**src/rtl/l_s_mix_operation.sv**
```systemverilog
// l_s_mix_operation: RC5 key-schedule mixing stage.
// Walks the S and L tables in place for N = 3*max(T,C) passes:
//   A = S[i] = rotl(S[i] + A + B, 3)
//   B = L[j] = rotl(L[j] + A + B, A + B)
// Each pass takes two cycles. ADDR presents the addresses to both single-port RAMs.
// CALC uses the returned read data to compute and write back both words.
module l_s_mix_operation #(
    parameter int W        = 32,
    parameter int T        = 26,
    parameter int C        = 4,
    parameter int T_LENGTH = $clog2(T),
    parameter int C_LENGTH = $clog2(C),
    parameter int N        = 3 * ((T > C) ? T : C)
) (
    input  logic                clk,
    input  logic                rst,
    input  logic                iStart,
    input  logic [W-1:0]        iS_sub_i,
    output logic [T_LENGTH-1:0] oS_address,
    output logic [W-1:0]        oS_sub_i_prima,
    output logic                oS_we,
    input  logic [W-1:0]        iL_sub_j,
    output logic [C_LENGTH-1:0] oL_address,
    output logic [W-1:0]        oL_sub_j_prima,
    output logic                oL_we,
    output logic                oBusy,
    output logic                oDone
);

    localparam int SH       = $clog2(W);
    localparam int K_LENGTH = $clog2(N + 1);

    localparam logic [T_LENGTH-1:0] I_LAST = T_LENGTH'(T - 1);
    localparam logic [C_LENGTH-1:0] J_LAST = C_LENGTH'(C - 1);
    localparam logic [K_LENGTH-1:0] K_LAST = K_LENGTH'(N - 1);
    localparam logic [SH-1:0]       ROT_A  = SH'(3);

    typedef enum logic [1:0] {
        IDLE = 2'd0,
        ADDR = 2'd1,
        CALC = 2'd2,
        DONE = 2'd3
    } state_t;

    state_t                state_q, state_d;
    logic [W-1:0]          a_q, a_d;
    logic [W-1:0]          b_q, b_d;
    logic [T_LENGTH-1:0]   i_q, i_d;
    logic [C_LENGTH-1:0]   j_q, j_d;
    logic [K_LENGTH-1:0]   k_q, k_d;

    logic [W-1:0]          sumA;
    logic [W-1:0]          aNew;
    logic [W-1:0]          sumAB;
    logic [W-1:0]          bNew;
    logic                  inCalc;

    // Left rotate. The doubled word makes a rotate by zero fall out naturally.
    function automatic logic [W-1:0] rotl(input logic [W-1:0] x, input logic [SH-1:0] s);
        logic [2*W-1:0] t;
        t = {x, x} << s;
        return t[2*W-1:W];
    endfunction

    // Mixing datapath, meaningful only in CALC when the RAM read data is valid.
    always_comb begin
        sumA  = iS_sub_i + a_q + b_q;
        aNew  = rotl(sumA, ROT_A);
        sumAB = aNew + b_q;
        bNew  = rotl(iL_sub_j + sumAB, sumAB[SH-1:0]);
    end

    // State and working registers. An asynchronous reset aborts a run on the spot.
    always_ff @(posedge clk or negedge rst) begin
        if (!rst) begin
            state_q <= IDLE;
            a_q     <= '0;
            b_q     <= '0;
            i_q     <= '0;
            j_q     <= '0;
            k_q     <= '0;
        end else begin
            state_q <= state_d;
            a_q     <= a_d;
            b_q     <= b_d;
            i_q     <= i_d;
            j_q     <= j_d;
            k_q     <= k_d;
        end
    end

    // Next state and register updates. The indices are frozen on the final pass
    // so the address outputs keep showing the last locations written while in DONE.
    always_comb begin
        state_d = state_q;
        a_d     = a_q;
        b_d     = b_q;
        i_d     = i_q;
        j_d     = j_q;
        k_d     = k_q;

        case (state_q)
            IDLE, DONE: begin
                if (iStart) begin
                    state_d = ADDR;
                    a_d     = '0;
                    b_d     = '0;
                    i_d     = '0;
                    j_d     = '0;
                    k_d     = '0;
                end
            end
            ADDR: begin
                state_d = CALC;
            end
            CALC: begin
                a_d = aNew;
                b_d = bNew;
                k_d = k_q + 1'b1;
                if (k_q == K_LAST) begin
                    state_d = DONE;
                end else begin
                    state_d = ADDR;
                    i_d     = (i_q == I_LAST) ? '0 : i_q + 1'b1;
                    j_d     = (j_q == J_LAST) ? '0 : j_q + 1'b1;
                end
            end
            default: begin
                state_d = IDLE;
            end
        endcase
    end

    // Output decode. Write data is zeroed outside CALC so idle outputs stay quiet.
    always_comb begin
        inCalc         = (state_q == CALC);
        oS_address     = i_q;
        oL_address     = j_q;
        oS_we          = inCalc;
        oL_we          = inCalc;
        oS_sub_i_prima = inCalc ? aNew : '0;
        oL_sub_j_prima = inCalc ? bNew : '0;
        oBusy          = (state_q == ADDR) || (state_q == CALC);
        oDone          = (state_q == DONE);
    end

endmodule
```
**config.mk**
```make
export PLATFORM = sky130hd
export DESIGN_NAME = l_s_mix_operation
export DESIGN_NICKNAME = d
export VERILOG_FILES = /design/src/rtl/l_s_mix_operation.sv
export SDC_FILE = /design/constraint.sdc
export NUM_CORES = 1
export LEC_CHECK = 0
export ABC_AREA = 1
export BUFFER_PORTS_ARGS = -buffer_cell sky130_fd_sc_hd__clkbuf_2
export CAP_MARGIN = 10
export CORE_ASPECT_RATIO = 1.5
export CORE_MARGIN = 3
export CORE_UTILIZATION = 31
export DETAILED_ROUTE_END_ITERATION = 10
export MAX_ROUTING_LAYER = met4
export PLACE_DENSITY_LB_ADDON = 0.05
export SLEW_MARGIN = 30
export SYNTH_ARGS = -nofsm -noshare
export SYNTH_HDL_FRONTEND = slang
export SYNTH_SLANG_ARGS = --single-unit
```
**constraint.sdc**
```tcl
create_clock -name clk -period 8.5 [get_ports clk]
set_clock_uncertainty 0.15 [all_clocks]
set_input_delay 0.85 -clock clk [delete_from_list [all_inputs] [get_ports clk]]
set_output_delay 0.85 -clock clk [all_outputs]
set_load 0.005 [all_outputs]
```
==> out/metrics.cfg <==
[outcome]
status = finished with violations
violations = negative setup slack

[sta]
slew_headroom = 0.427
setup-tns-final_ns = -1.83
fin_ws_ns = -0.117
worst_slew_pin_slew_ns = 0.860
slew_violations = 0
hold_ws_ns = 0.330
finalHoldViolCount = 0
setup_viol = 31
fmax_ghz = 0.116
rsz0062_at_grt = true
min_period_ns = 8.62
period_share = 1.01

[cts]
cts_buffer_depth = 2
cts-root-buf = clkbuf_16
cts_buffers = 9
clk_pin_slew_ns = 0.06
h-tree-depth = 3
cts_sinks = 80
clock_latency_ns = 0.36
cts_tree = yes
cts-hold-fix-buffers = 0

[grt]
antenna_found_initial = 0
overflow = 0
grt_usage = 0.270
grt_pass1_vias = 14100
grt_pass1_wl_mm = 78.5
grt_max_degree = 85

[critical_path]
cp_common_cell = nand3_2
crit_path_end_kind = primary output
startpoint_type = input pin
reg2reg_depth = 54
crit_type = in2out
cp.arrival_ns = 7.62
worstReg2RegEnd = b_q[20]$_DFFE_PN0P_
endpoint = oL_sub_j_prima[13]
required_ns = 7.50
critPathMaxFanout = 4
cp.buffers_inverters = 12
rr_startpoint = b_q[1]$_DFFE_PN0P_
cp_top_family = simple AND/OR/NAND/NOR gates
slowest_stage = fa_1
path_depth = 51
cpPeakStageDelay_ns = 0.49
r2r_slack_ns = 0.66
startpoint = iS_sub_i[1]

[synthesis]
syn-num-nets = 1980
syn_area_sq_um = 11400
ys_warn_count = 0
ys_types = 56
avgSynthCellArea_sq_um = 6.40
seq_area_frac_synth = 0.176
synth_ff_type = dfrtp_1
async_reset_ff_frac = 1.00
synth_cells = 1779
synth_seq_cells = 80
synth_edf_count = 0

[floorplan]
chipWidth_microns = 163
core_sq_um = 36100
start_util = 0.316
die_area_sq_um = 39100
fp.dieH_microns = 241
pin_count = 142
row_count = 85

[final_layout]
n_antenna_cell = 0
fill_cells = 3799
fin_util = 0.491
final_cell_mix = nand2_1 (374), buf_4 (364), inv_1 (180)
nNetsFinal = 2464
area_delta_synth_final_pct = 55.3
drive_gt1_frac = 0.422
final_common_cell = nand2_1

[run]
cap_violations = 0

[routing]
drt-total-wl_mm = 52.6
vias = 14000
ant_nets = 0
wire_per_inst_microns = 19.2
dr.pass1.iters = 5
drc = 0
drt_iter0_drc = 724
vias_per_cell = 5.09

[hold_path]
hold_class = in2async

[placement]
dp_hpwl_mm = 43.8
place_ws_ns = -0.844
port_buffers = 141
gp_congestion = 0.994

layer usage:
layer  up-vias  track usage  routed length, microns
met5         -            -                       0
met4         0        0.156                    3600
met3       122       0.0197                    1570
met2       367        0.490                   27300
met1      6593        0.289                   20100
li1       6879            -                       -
state kept, by name, summed over array words and instances, names as in the netlist:
register and count:
a_q 32, b_q 32, k_q 7, oL_address 2, oS_address 5, state_q 2
synth_stat cells, drive strengths merged (9+ instances only):
library cell | count | share of area
ha | 100 | 0.11
nor3 | 26 | 0.012
a21oi | 99 | 0.045
nand4 | 21 | 0.012
or2 | 13 | 0.0071
nand3 | 341 | 0.15
clkbuf | 19 | 0.0063
nand2 | 437 | 0.15
nor2 | 110 | 0.037
inv | 231 | 0.076
fa | 34 | 0.060
a21o | 9 | 0.0060
xnor2 | 30 | 0.023
xor2 | 39 | 0.031
o21bai | 11 | 0.0076
dfrtp | 80 | 0.18
buf | 32 | 0.013
o21ai | 83 | 0.038
a31oi | 11 | 0.0060
what timing repair did:
action | CTS | global route
pin swaps | 105 | 113
cloned | 0 | 0
setup buffers | 21 | 16
endpoints found under the setup margin | 33 | 32
gates resized for setup | 243 | 228
kinds of logic after synthesis:
| logic type | count (synthesis) | synth area share |
|---|---|---|
| AND/OR/NAND/NOR | 961 | 0.374 |
| buffers and inverters | 288 | 0.0975 |
| AO/OA/AOI/OAI | 240 | 0.123 |
| adder cells (fa/ha/maj) | 134 | 0.170 |
| flip-flops | 80 | 0.176 |
| XOR/XNOR | 69 | 0.0537 |
| multiplexers | 7 | 0.00615 |
per-stage QoR:
step	std cells	cell area, sq um
finish	2745	17700
global route	2745	17700
CTS	2730	16500
detailed placement	2697	15200
global placement	2697	15200
floorplan	1779	11400
cell type report:
type,count,area (sq um),area share
clock inverters,5,57.6,0.00325
repair buffers,524,3700,0.209
multi-input cells,1411,10200,0.576
flip-flops and latches,80,2000,0.113
clock buffers,10,239,0.0135
well taps,478,598,0.0338
inverters,237,895,0.0506
how the worst min path moves through the flow:
stage	start	slack [ns]	cells after the start	endpoint
2_1_floorplan	a_q[14]$_DFFE_PN0P_	0.30	2	a_q[14]$_DFFE_PN0P_
3_3_place_gp	a_q[26]$_DFFE_PN0P_	0.32	2	a_q[26]$_DFFE_PN0P_
3_5_place_dp	a_q[22]$_DFFE_PN0P_	0.32	2	a_q[22]$_DFFE_PN0P_
4_1_cts	rst	0.34	1	a_q[24]$_DFFE_PN0P_
5_1_grt	rst	0.37	1	a_q[27]$_DFFE_PN0P_
6_report	rst	0.33	1	a_q[24]$_DFFE_PN0P_
Power is not shown: default switching activity piles up to over one toggle a cycle in this logic, so the estimate is an artifact.
